===== src/rtl/memxfer_pkg.sv =====
// Shared definitions for the memxfer core: mode and state encodings, config
// field positions and status/interrupt bit indices.
package memxfer_pkg;

    typedef enum logic [1:0] {
        MODE_COPY = 2'b00,
        MODE_ADD  = 2'b01,
        MODE_ACC  = 2'b10,
        MODE_REV  = 2'b11
    } mode_e;

    typedef enum logic [2:0] {
        ST_IDLE,
        ST_RUN,
        ST_DRAIN,
        ST_DONE,
        ST_ERR
    } state_e;

    localparam int CFG_N_LSB    = 0;
    localparam int CFG_N_W      = 16;
    localparam int CFG_MODE_LSB = 16;
    localparam int CFG_MODE_W   = 2;
    localparam int CNT_W        = CFG_N_W;

    localparam int STAT_BUSY = 0;
    localparam int STAT_OVF  = 1;
    localparam int INT_DONE  = 0;
    localparam int INT_ERR   = 1;

    // Source index for output position i; reverse mode walks the input backwards.
    function automatic logic [CNT_W-1:0] read_index(input logic [CNT_W-1:0] n,
                                                    input mode_e mode,
                                                    input logic [CNT_W-1:0] i);
        return (mode == MODE_REV) ? (n - CNT_W'(1) - i) : i;
    endfunction

endpackage


===== src/rtl/memxfer_ctrl.sv =====
// Job sequencer for memxfer: FSM, read index counter, read address generation
// and the one-entry hold register that keeps in-flight read data across a stall.
module memxfer_ctrl
    import memxfer_pkg::*;
#(
    parameter int AW_I = 6,
    parameter int AW_O = 6,
    parameter int DW   = 32
) (
    input  logic             clk,
    input  logic             rst_a,
    input  logic             en_s,
    input  logic             start,
    input  logic [CNT_W-1:0] cfg_n,
    input  mode_e            cfg_mode,
    input  logic [DW-1:0]    cfg_k,
    input  logic [DW-1:0]    data_in,
    output logic [AW_I-1:0]  rd_addr,
    output logic [DW-1:0]    rd_data,
    output logic             wr_valid,
    output mode_e            mode,
    output logic [DW-1:0]    k,
    output logic             job_start,
    output logic             busy,
    output logic             done,
    output logic             err
);

    localparam logic [31:0] DEPTH_I = 32'(1) << AW_I;
    localparam logic [31:0] DEPTH_O = 32'(1) << AW_O;

    state_e           state_reg;
    logic [CNT_W-1:0] n_reg;
    mode_e            mode_reg;
    logic [DW-1:0]    k_reg;
    logic [CNT_W-1:0] idx_reg;
    logic [AW_I-1:0]  rd_addr_reg;
    logic             rd_valid_reg;
    logic             data_valid_reg;
    logic [DW-1:0]    hold_data_reg;
    logic             hold_valid_reg;
    logic             busy_reg;
    logic             done_reg;
    logic             err_reg;

    logic             cfg_ok;
    logic [AW_I-1:0]  rd_addr_next;

    assign cfg_ok = (cfg_n != '0) && (32'(cfg_n) <= DEPTH_I) && (32'(cfg_n) <= DEPTH_O);

    // The first read is issued in the same edge that accepts the job, so IDLE
    // addresses from the live config rather than the latched copy.
    always_comb begin
        rd_addr_next = '0;
        if (state_reg == ST_IDLE)
            rd_addr_next = AW_I'(read_index(cfg_n, cfg_mode, '0));
        else
            rd_addr_next = AW_I'(read_index(n_reg, mode_reg, idx_reg));
    end

    always_ff @(posedge clk or posedge rst_a) begin
        if (rst_a) begin
            state_reg      <= ST_IDLE;
            n_reg          <= '0;
            mode_reg       <= MODE_COPY;
            k_reg          <= '0;
            idx_reg        <= '0;
            rd_addr_reg    <= '0;
            rd_valid_reg   <= 1'b0;
            data_valid_reg <= 1'b0;
            hold_data_reg  <= '0;
            hold_valid_reg <= 1'b0;
            busy_reg       <= 1'b0;
            done_reg       <= 1'b0;
            err_reg        <= 1'b0;
        end else if (!en_s) begin
            // The RAM keeps following the held address, so grab the word it is
            // presenting now before it is overwritten on the next edge.
            if (!hold_valid_reg) begin
                hold_data_reg  <= data_in;
                hold_valid_reg <= 1'b1;
            end
        end else begin
            hold_valid_reg <= 1'b0;
            done_reg       <= 1'b0;
            err_reg        <= 1'b0;
            data_valid_reg <= rd_valid_reg;
            rd_valid_reg   <= 1'b0;
            case (state_reg)
                ST_IDLE: begin
                    if (start) begin
                        n_reg    <= cfg_n;
                        mode_reg <= cfg_mode;
                        k_reg    <= cfg_k;
                        if (cfg_ok) begin
                            state_reg    <= ST_RUN;
                            busy_reg     <= 1'b1;
                            rd_addr_reg  <= rd_addr_next;
                            rd_valid_reg <= 1'b1;
                            idx_reg      <= CNT_W'(1);
                        end else begin
                            state_reg <= ST_ERR;
                            err_reg   <= 1'b1;
                        end
                    end
                end
                ST_RUN: begin
                    if (idx_reg == n_reg) begin
                        state_reg <= ST_DRAIN;
                    end else begin
                        rd_addr_reg  <= rd_addr_next;
                        rd_valid_reg <= 1'b1;
                        idx_reg      <= idx_reg + 1'b1;
                    end
                end
                ST_DRAIN: begin
                    if (!rd_valid_reg && !data_valid_reg) begin
                        state_reg <= ST_DONE;
                        done_reg  <= 1'b1;
                    end
                end
                ST_DONE: begin
                    state_reg <= ST_IDLE;
                    busy_reg  <= 1'b0;
                end
                ST_ERR:  state_reg <= ST_IDLE;
                default: state_reg <= ST_IDLE;
            endcase
        end
    end

    assign rd_addr   = rd_addr_reg;
    assign rd_data   = hold_valid_reg ? hold_data_reg : data_in;
    assign wr_valid  = data_valid_reg;
    assign mode      = mode_reg;
    assign k         = k_reg;
    assign job_start = en_s && (state_reg == ST_IDLE) && start && cfg_ok;
    assign busy      = busy_reg;
    assign done      = done_reg;
    assign err       = err_reg;

endmodule


===== src/rtl/memxfer_core.sv =====
// memxfer top: per-job transform of input memory 0 into output memory 0.
// Holds the write-stage arithmetic, sticky overflow and the output registers.
module memxfer_core
    import memxfer_pkg::*;
#(
    parameter int ADDR_WIDTH_MEMI = 6,
    parameter int ADDR_WIDTH_MEMO = 6,
    parameter int DATA_WIDTH      = 32,
    parameter int SIZE_CR         = 2
) (
    input  logic                          clk,
    input  logic                          rst_a,
    input  logic                          en_s,
    input  logic                          start_IPcore,
    input  logic [DATA_WIDTH-1:0]         data_MemIn0,
    output logic [ADDR_WIDTH_MEMI-1:0]    rd_addr_MemIn0,
    input  logic [SIZE_CR*DATA_WIDTH-1:0] data_ConfigReg,
    output logic [DATA_WIDTH-1:0]         data_MemOut0,
    output logic [ADDR_WIDTH_MEMO-1:0]    wr_addr_MemOut0,
    output logic                          wr_en_MemOut0,
    output logic [7:0]                    status_IPcore,
    output logic [7:0]                    int_IPcore
);

    logic [DATA_WIDTH-1:0] cfg_word0;
    logic [CNT_W-1:0]      cfg_n;
    mode_e                 cfg_mode;
    logic [DATA_WIDTH-1:0] cfg_k;
    logic                  unused_cfg;

    assign cfg_word0  = data_ConfigReg[DATA_WIDTH-1:0];
    assign cfg_n      = cfg_word0[CFG_N_LSB +: CFG_N_W];
    assign cfg_mode   = mode_e'(cfg_word0[CFG_MODE_LSB +: CFG_MODE_W]);
    assign cfg_k      = data_ConfigReg[DATA_WIDTH +: DATA_WIDTH];
    assign unused_cfg = ^cfg_word0[DATA_WIDTH-1:CFG_MODE_LSB+CFG_MODE_W];

    logic [DATA_WIDTH-1:0] rd_data;
    logic                  wr_valid;
    mode_e                 mode;
    logic [DATA_WIDTH-1:0] k;
    logic                  job_start;
    logic                  busy;
    logic                  done;
    logic                  err;

    memxfer_ctrl #(
        .AW_I (ADDR_WIDTH_MEMI),
        .AW_O (ADDR_WIDTH_MEMO),
        .DW   (DATA_WIDTH)
    ) u_ctrl (
        .clk       (clk),
        .rst_a     (rst_a),
        .en_s      (en_s),
        .start     (start_IPcore),
        .cfg_n     (cfg_n),
        .cfg_mode  (cfg_mode),
        .cfg_k     (cfg_k),
        .data_in   (data_MemIn0),
        .rd_addr   (rd_addr_MemIn0),
        .rd_data   (rd_data),
        .wr_valid  (wr_valid),
        .mode      (mode),
        .k         (k),
        .job_start (job_start),
        .busy      (busy),
        .done      (done),
        .err       (err)
    );

    logic [DATA_WIDTH-1:0]      data_reg;
    logic [ADDR_WIDTH_MEMO-1:0] wr_addr_reg;
    logic                       wr_en_reg;
    logic [ADDR_WIDTH_MEMO-1:0] wr_cnt_reg;
    logic [DATA_WIDTH-1:0]      acc_reg;
    logic                       ovf_reg;
    logic [DATA_WIDTH:0]        result;

    // One extra bit on the sum carries the overflow out of add and running-sum.
    always_comb begin
        result = {1'b0, rd_data};
        case (mode)
            MODE_ADD: result = {1'b0, rd_data} + {1'b0, k};
            MODE_ACC: result = {1'b0, acc_reg} + {1'b0, rd_data};
            default:  result = {1'b0, rd_data};
        endcase
    end

    always_ff @(posedge clk or posedge rst_a) begin
        if (rst_a) begin
            data_reg    <= '0;
            wr_addr_reg <= '0;
            wr_en_reg   <= 1'b0;
            wr_cnt_reg  <= '0;
            acc_reg     <= '0;
            ovf_reg     <= 1'b0;
        end else if (en_s) begin
            wr_en_reg <= wr_valid;
            if (job_start) begin
                ovf_reg    <= 1'b0;
                acc_reg    <= '0;
                wr_cnt_reg <= '0;
            end else if (wr_valid) begin
                data_reg    <= result[DATA_WIDTH-1:0];
                wr_addr_reg <= wr_cnt_reg;
                wr_cnt_reg  <= wr_cnt_reg + 1'b1;
                acc_reg     <= result[DATA_WIDTH-1:0];
                if (result[DATA_WIDTH])
                    ovf_reg <= 1'b1;
            end
        end
    end

    logic [7:0] status_next;
    logic [7:0] int_next;

    always_comb begin
        status_next            = '0;
        status_next[STAT_BUSY] = busy;
        status_next[STAT_OVF]  = ovf_reg;
        int_next               = '0;
        int_next[INT_DONE]     = done;
        int_next[INT_ERR]      = err;
    end

    // Pulses stay pending in their registers during a stall and appear on resume.
    genvar gi;
    generate
        for (gi = 0; gi < 8; gi++) begin : g_int
            assign int_IPcore[gi] = int_next[gi] & en_s;
        end
    endgenerate

    assign status_IPcore   = status_next;
    assign data_MemOut0    = data_reg;
    assign wr_addr_MemOut0 = wr_addr_reg;
    assign wr_en_MemOut0   = wr_en_reg & en_s;

endmodule


===== config.mk =====
export PLATFORM = sky130hd
export DESIGN_NAME = memxfer_core
export DESIGN_NICKNAME = d
export VERILOG_FILES = /design/src/rtl/memxfer_pkg.sv /design/src/rtl/memxfer_ctrl.sv /design/src/rtl/memxfer_core.sv
export SDC_FILE = /design/constraint.sdc
export NUM_CORES = 1
export LEC_CHECK = 0
export ABC_CLOCK_PERIOD_IN_PS = 4100
export CORE_MARGIN = 2
export CORE_UTILIZATION = 55
export DETAILED_ROUTE_END_ITERATION = 8
export PLACE_DENSITY_LB_ADDON = 0.15
export SLEW_MARGIN = 15
export SYNTH_ARGS = -nofsm -noshare
export SYNTH_HDL_FRONTEND = slang
export SYNTH_HIERARCHICAL = 1
export SYNTH_SLANG_ARGS = --single-unit

===== constraint.sdc =====
create_clock -name clk -period 4.1 [get_ports clk]
set_input_delay 0.82 -clock clk [delete_from_list [all_inputs] [get_ports clk]]
set_output_delay 0.82 -clock clk [all_outputs]
set_load 0.02 [all_outputs]

==> results of run 1 <==
[routing by layer]
| metal | wire length, microns | vias to the layer above | GRT usage | share of wire |
|---|---|---|---|---|
| li1 | - | 4031 | - | - |
| met1 | 12090 | 4142 | 0.3540 | 0.47 |
| met2 | 12220 | 212 | 0.4173 | 0.48 |
| met3 | 1081 | 22 | 0.03883 | 0.042 |
| met4 | 328 | 0 | 0.07052 | 0.013 |
| met5 | 0 | - | 0 | 0 |
[repair_timing]
item / 4_1_cts / 5_1_grt
endpoints found under the setup margin: 0 / 6
buffers inserted: 0 / 0
resized for setup: 0 / 1
[per-stage QoR]
step	TNS, ns	power, W
floorplan	0	0.003870
global placement	0	0.004474
detailed placement	-0.1027	0.004511
CTS	0	0.006072
global route	0	0.006431
finish	0	0.006062
[final timing paths]
path,startpoint,endpoint,slack (ns),cells past startpoint
max,u_ctrl/mode[0],data_MemOut0[23],0.30,16
min,wr_addr_MemOut0[5],wr_addr_MemOut0[5],0.47,2
max reg2reg,u_ctrl/mode[0],data_MemOut0[23],0.30,16
min reg2reg,wr_addr_MemOut0[5],wr_addr_MemOut0[5],0.47,2
max in group asynchronous,rst_a,u_ctrl/state_reg[0],2.36,3
min in group asynchronous,rst_a,u_ctrl/k[3],0.94,2
[power by group through the flow]
stage | clock network [W] | logic [W] | registers, W
4_1_cts | 0.00157 | 0.00227 | 0.00224
6_report | 0.00154 | 0.00229 | 0.00224
5_1_grt | 0.00166 | 0.00251 | 0.00226
3_3_place_gp | 0 | 0.00221 | 0.00226
3_5_place_dp | 0 | 0.00224 | 0.00227
2_1_floorplan | 0 | 0.00161 | 0.00226
[cells by family (layout without fill, tap and decap cells)]
group,after synthesis,count (layout),share of synthesized area
AOI/OAI and AO/OA,190,190,0.1182
DFF,191,191,0.4384
muxes,163,163,0.1673
and+or+nand+nor,331,331,0.1415
xor gates and xnor gates,44,44,0.03535
other,1,12,0.0003439
adders and majority gates,44,44,0.05187
buffers and inverters,104,244,0.04705
[cells in the mapped netlist, types with 3 or more instances]
library cell / number / share of area
o211ai_1: 5 / 0.0034
o31ai_1: 6 / 0.0041
dfrtp_1: 191 / 0.44
a21oi_1: 40 / 0.018
nand2b_1: 7 / 0.0040
nand3_1: 33 / 0.015
nor4_1: 3 / 0.0017
o21a_1: 11 / 0.0076
nor2b_1: 10 / 0.0057
o21ai_0: 51 / 0.023
nand4_1: 20 / 0.011
mux2_2: 147 / 0.15
o221ai_1: 6 / 0.0048
a311o_1: 5 / 0.0046
o21bai_1: 3 / 0.0021
a21o_1: 23 / 0.016
mux2i_1: 9 / 0.0083
xor2_1: 14 / 0.011
nor3b_1: 3 / 0.0021
inv_1: 32 / 0.011
buf_1: 14 / 0.0048
and2_1: 8 / 0.0046
buf_6: 5 / 0.0052
a221o_1: 4 / 0.0037
clkbuf_1: 28 / 0.0096
a31oi_1: 7 / 0.0040
mux2_1: 7 / 0.0072
nor2_1: 41 / 0.014
nand2_1: 167 / 0.057
ha_1: 42 / 0.048
xnor2_1: 30 / 0.024
a211oi_1: 4 / 0.0028
nor3_1: 12 / 0.0055
buf_4: 22 / 0.015
and3_1: 14 / 0.0080
[final cells by class]
cell class / count / area [sq um]
clock buffer: 23 / 478.0
clock inverter: 9 / 58.81
fill: 1532 / 6264
inverter: 33 / 128.9
multi-input combinational: 784 / 5680
sequential: 191 / 4780
tap: 265 / 331.6
timing repair buffer: 179 / 1742
[tightest hold or removal path: cells and delay by family, from the launching register on]
family | cells | cell delay, ns
DFF | 1 | 0.34
and+or+nand+nor | 2 | 0.10
==> impl_results.md, run 1 <==
* Post-route minimum period at 3.796 ns
* Placed cell area at 12650 sq um
* Maxcap violations at 0
* Fin cells at ~1500
* Pins Over Slew Limit at 0
* Final Cycle Share at 0.9259
* Data arrival, critical path at 4.11 ns
* WP data required at between 4 and 5 ns
* DP HPWL at between 15000 and 20000 microns
* Area delta synth->final at 21.06%
* Switching pwr at 0.002025 W
* Status: complete, no violations
* Gr ovfl total at 0
* RSZ-0062 raised after global routing: false
* Slew margin rel. at 0.3876
* Clock Skew at around 0.015 ns
* Clk_lat worst skew at roughly 0.44 ns
* Clk sinks at about 190
* Most frequent cells in the layout: dfrtp_1, nand2_1, mux2_2
* Avg Inst Size Synth at 10.21 sq um
* Dpl ws at -0.05301 ns
* Most common cell after layout, fill and taps aside: dfrtp_1
* Fin worst setup slack at 0.3038 ns
* Worst path top cell family by delay: compound AO/OA/AOI/OAI gates
* Worst slew pin tran at 0.9186 ns
* Vias in the first global route at approximately 8300
* Library cells used by synthesis at 69
* Cell Area, Synth at approximately 11000 sq um
* TritonCTS clock tree: done
* Sequential power share at 0.369
* Row count at between 50 and 60
* Switching share of total power at 0.3340
* IO Port Bufs at 134
* Slowest stage cell, crit path: dfrtp_1
* H-tree Lvls at 4
* CP Launch Type: flip-flop
* Worst-path cell chain: inv_1, ha_4, buf_4, mux2_2, ha_1, a21oi_1, a21boi_0, buf_4, nand3_1, o21a_2, buf_4, o21a_1, o21ai_0, xor2_1, o211ai_1, nand2_1
* Ys flop type: dfrtp_1
* Crit Path Max Fanout at 11
* Fin nets at 1350
* Die Ht at 144.8 microns
* Antenna cells at 0
* EDFF count, synth at 0
* Initial detailed-routing violation count at roughly 540
* Mapped Cells at about 1100
* Drt drc at 0
* Asr flop ratio synth at 1.000
* Layout cells sized above 1 at 0.2002
* Ports at between 150 and 200
* GPL Wtd Cong at about 0.94
* Post-route ant nets at 0
* Maximum clock rate at between 200 and 300 MHz
* Initial antenna violation count at 0
* Register area share after synthesis at 0.4384
* Wire per inst at around 17 microns
* Critical path class: flip-flop to flip-flop
* Cell count after placement at 1452
* Peak VDD IR at a little under 0.3 mV
* CP bufs+invs at 4
* Cell-internal power at 0.004037 W
* Post-route cell area at between 10000 and 15000 sq um
* Hold Path Class: flip-flop to flip-flop
* Largest net degree at the start of global routing at 64
* Synth warn at 6
* Utilization after layout at 0.6782
* Die ar. at roughly 21000 sq um
* Leakage at around 6.1 nW
* Vias at ~8400
* CTS clk-pin slew, worst paths at 0.07 ns
* Hold WS at around 0.47 ns
* Clock power share at 0.254
* Crit. End Element: flip-flop
* CTS Buf Count at 17
* GRT Overall Usage at 0.2546
* Post-Route WL at 25720 microns
* Core Area at about 19000 sq um
* TritonRoute pass-1 iters at 5
* Pwr Density at 459.3 nW/um^2
* First-pass GRT wire length at around 42000 microns
* Worst path most repeated cell: buf_4
* Comb pwr share at 0.377
* Seq cells post-synth at approximately 190
* Initial Util at 0.5602
* Max stage delay on crit path at 0.40 ns
* Final hold violation count at 0
* Max clock buf depth at 2
* Die width at roughly 140 microns
* # hold bufs at CTS at 0
* Root Buffer: clkbuf_16
* Via density per instance at between 5 and 6
* Setup Viol. Count Final at 0
Note: power is estimated with default switching activity, not from simulation.
==> inputs of run 2 (changes only) <==
--- a/config.mk
+++ b/config.mk
@@ -13,5 +13,4 @@
 export SLEW_MARGIN = 15
 export SYNTH_ARGS = -nofsm -noshare
 export SYNTH_HDL_FRONTEND = slang
-export SYNTH_HIERARCHICAL = 1
 export SYNTH_SLANG_ARGS = --single-unit
==> run 2 against run 1 <==
Against the previous run:
- fmax grew 1.4%
- critical path type unchanged
- total power grew 21%
- highest routed layer unchanged
- synthesized area decreased by 1.1%
==> impl_results.md, run 2 <==
* Status: complete, no violations
* Slew margin rel. at 0.4323
* Die ar. at ~21000 sq um
* Seq cells post-synth at between 150 and 200
* Wire per inst at ~18 microns
* Initial detailed-routing violation count at approximately 430
* Hold Path Class: flip-flop to flip-flop
* TritonRoute pass-1 iters at 5
* Asr flop ratio synth at 1.000
* Pins Over Slew Limit at 0
* Core Area at a little under 20000 sq um
* Die Ht at 144.0 microns
* Worst-path cell chain: inv_1, ha_2, buf_12, mux2_2, ha_1, a21oi_1, o21ai_0, a21o_1, a221oi_2, o41a_1, xor2_1, nor2_1, a221o_1
* Crit Path Max Fanout at 8
* GPL Wtd Cong at roughly 0.93
* Slowest stage cell, crit path: dfrtp_1
* Clock Skew at ~0.011 ns
* IO Port Bufs at roughly 130
* RSZ-0062 raised after global routing: false
* Worst slew pin tran at 0.8506 ns
* Worst path top cell family by delay: compound AO/OA/AOI/OAI gates
* Maxcap violations at 0
* Clk_lat worst skew at between 0.4 and 0.5 ns
* R2r startpoint: u_ctrl.mode[0]
* Post-route minimum period at around 3.7 ns
* GRT Overall Usage at 0.2670
* Mapped Cells at roughly 1100
* Die width at 144.0 microns
* Antenna cells at 0
* Via density per instance at 5.727
* Area delta synth->final at 21.92%
* Avg Inst Size Synth at about 10 sq um
* Synth area leaders: dfrtp_1, mux2_2, ha_1
* Most common cell after layout, fill and taps aside: dfrtp_1
* Most frequent cells in the layout: dfrtp_1, mux2_2, clkdlybuf4s50_1
* Setup TNS Final at 0 ns
* Max clock buf depth at 2
* Simple-gate share of the synthesized area at 0.1332
* Clk sinks at 191
* Synth warn at 0
* Pwr Density at ~560 nW/um^2
* Vias at roughly 8400
* Post-route ant nets at 0
* Drt drc at 0
* Top-count cell post-synth: dfrtp_1
* Final hold violation count at 0
* Fin cells at between 1000 and 1500
* Final Cycle Share at 0.9130
* Cell taking the most area after synthesis: dfrtp_1
* CP Launch Type: flip-flop
* CP bufs+invs at 2
* Gr ovfl total at 0
* DP HPWL at roughly 19000 microns
* Data arrival, critical path at 4.06 ns
* Mux cell area share after synthesis at 0.1598
* Synth Area in XOR/XNOR at 0.04385
* TritonCTS clock tree: done
* EDFF count, synth at 0
* Leakage at 5.948 nW
* CTS Buf Count at 17
* Main combinational cell family by area after synthesis: multiplexers
* Synth Area in Compound Gates at 0.1299
* PnR Total Power at roughly 0.0073 W
* WP data required at about 4.4 ns
* H-tree Lvls at 4
* Placed cell area at 12570 sq um
* Initial Util at 0.5579
* Setup crit start: u_ctrl.mode[0]
* Post-Synth Adder-Cell Area at 0.05243
* Register area share after synthesis at 0.4431
* Cell count after placement at 1438
* Setup Viol. Count Final at 0
* Yosys top cell area share at 0.4431
* Root Buffer: clkbuf_16
* Fin nets at 1336
* Row count at 51
* Cell Area, Synth at 10790 sq um
* Ys flop type: dfrtp_1
* Library cells used by synthesis at 64
* CTS clk-pin slew, worst paths at ~0.070 ns
* Maximum clock rate at 267.2 MHz
* Peak VDD IR at about 0.33 mV
* Post-Route WL at roughly 27000 microns
* Initial antenna violation count at 0
* First-pass GRT wire length at ~43000 microns
* Hold Crit Start: acc_reg[17]
* Max stage delay on crit path at approximately 0.40 ns
* Crit. End Element: flip-flop
* Vias in the first global route at around 8400
* Largest net degree at the start of global routing at 53
* Post-route cell area at 13150 sq um
* Layout cells sized above 1 at 0.1934
* Critical path class: flip-flop to flip-flop
* Ports at 161
* Fillers at approximately 1500
* Most frequent cells after synthesis: dfrtp_1, mux2_2, nand2_1
[run 2: tightest hold or removal path, delay by kind of cell (launching register included)]
family | cells | cell delay, ns
AND/OR/NAND/NOR | 2 | 0.10
flip-flops | 1 | 0.34
[run 2: cell type report]
| type | count | area [sq um] | share of cell area |
|---|---|---|---|
| multi-input cells | 785 | 5667 | 0.4309 |
| inverters | 27 | 105.1 | 0.007992 |
| clock buffers | 20 | 456.7 | 0.03473 |
| clock inverters | 12 | 125.1 | 0.009514 |
| well taps | 265 | 331.6 | 0.02521 |
| repair buffers | 170 | 1687 | 0.1282 |
| flip-flops and latches | 191 | 4780 | 0.3634 |
[run 2: timing repair]
item / in CTS / in global routing
buffers inserted: 0 / 0
hold buffers: 0 / 0
endpoints found under the setup margin: 0 / 6
resized for setup: 0 / 1
endpoints found under the hold margin: 0 / 0
[run 2: where the power goes]
group	internal, W	total, W	switching, W
Clock	0.000887	0.00167	0.000779
Sequential	0.00225	0.00247	0.000219
Combinational	0.00147	0.00320	0.00174
Total	0.00460	0.00734	0.00273
[run 2: cell families (layout without fill, tap and decap cells)]
logic type	Yosys count	after routing
other	1	12
AOI/OAI and AO/OA	211	211
and+or+nand+nor	310	310
DFF	191	191
adders and majority gates	44	44
muxes	154	154
buffers and inverters	88	229
xor gates and xnor gates	54	54
[run 2: layer usage]
layer,up-vias,part of all wire,track usage
met5,-,0,0
met4,0,0.012,0.06502
met3,27,0.049,0.04536
met2,225,0.50,0.4531
met1,4155,0.44,0.3591
li1,4011,-,-
[run 2: final timing paths]
| check | endpoint | slack [ns] | depth (start not counted) |
|---|---|---|---|
| worst min register to register | acc_reg[17] | 0.47 | 2 |
| worst min-delay path | acc_reg[17] | 0.47 | 2 |
| min in group asynchronous | u_ctrl.idx_reg[13] | 0.88 | 2 |
| worst max-delay path | data_MemOut0[24] | 0.36 | 13 |
| worst max register to register | data_MemOut0[24] | 0.36 | 13 |
| max in group asynchronous | u_ctrl.n_reg[5] | 2.39 | 3 |
[run 2: metrics by stage]
stage | setup slack, ns | hold WS (ns) | util
2_1_floorplan | 0.4252 | 0.4331 | -
3_3_place_gp | 0.1828 | 0.4456 | 0.6500
3_5_place_dp | 0.1298 | 0.4580 | 0.6500
4_1_cts | 0.2077 | 0.4755 | 0.6801
5_1_grt | 0.08812 | 0.4902 | 0.6802
6_report | 0.3568 | 0.4743 | 0.6802
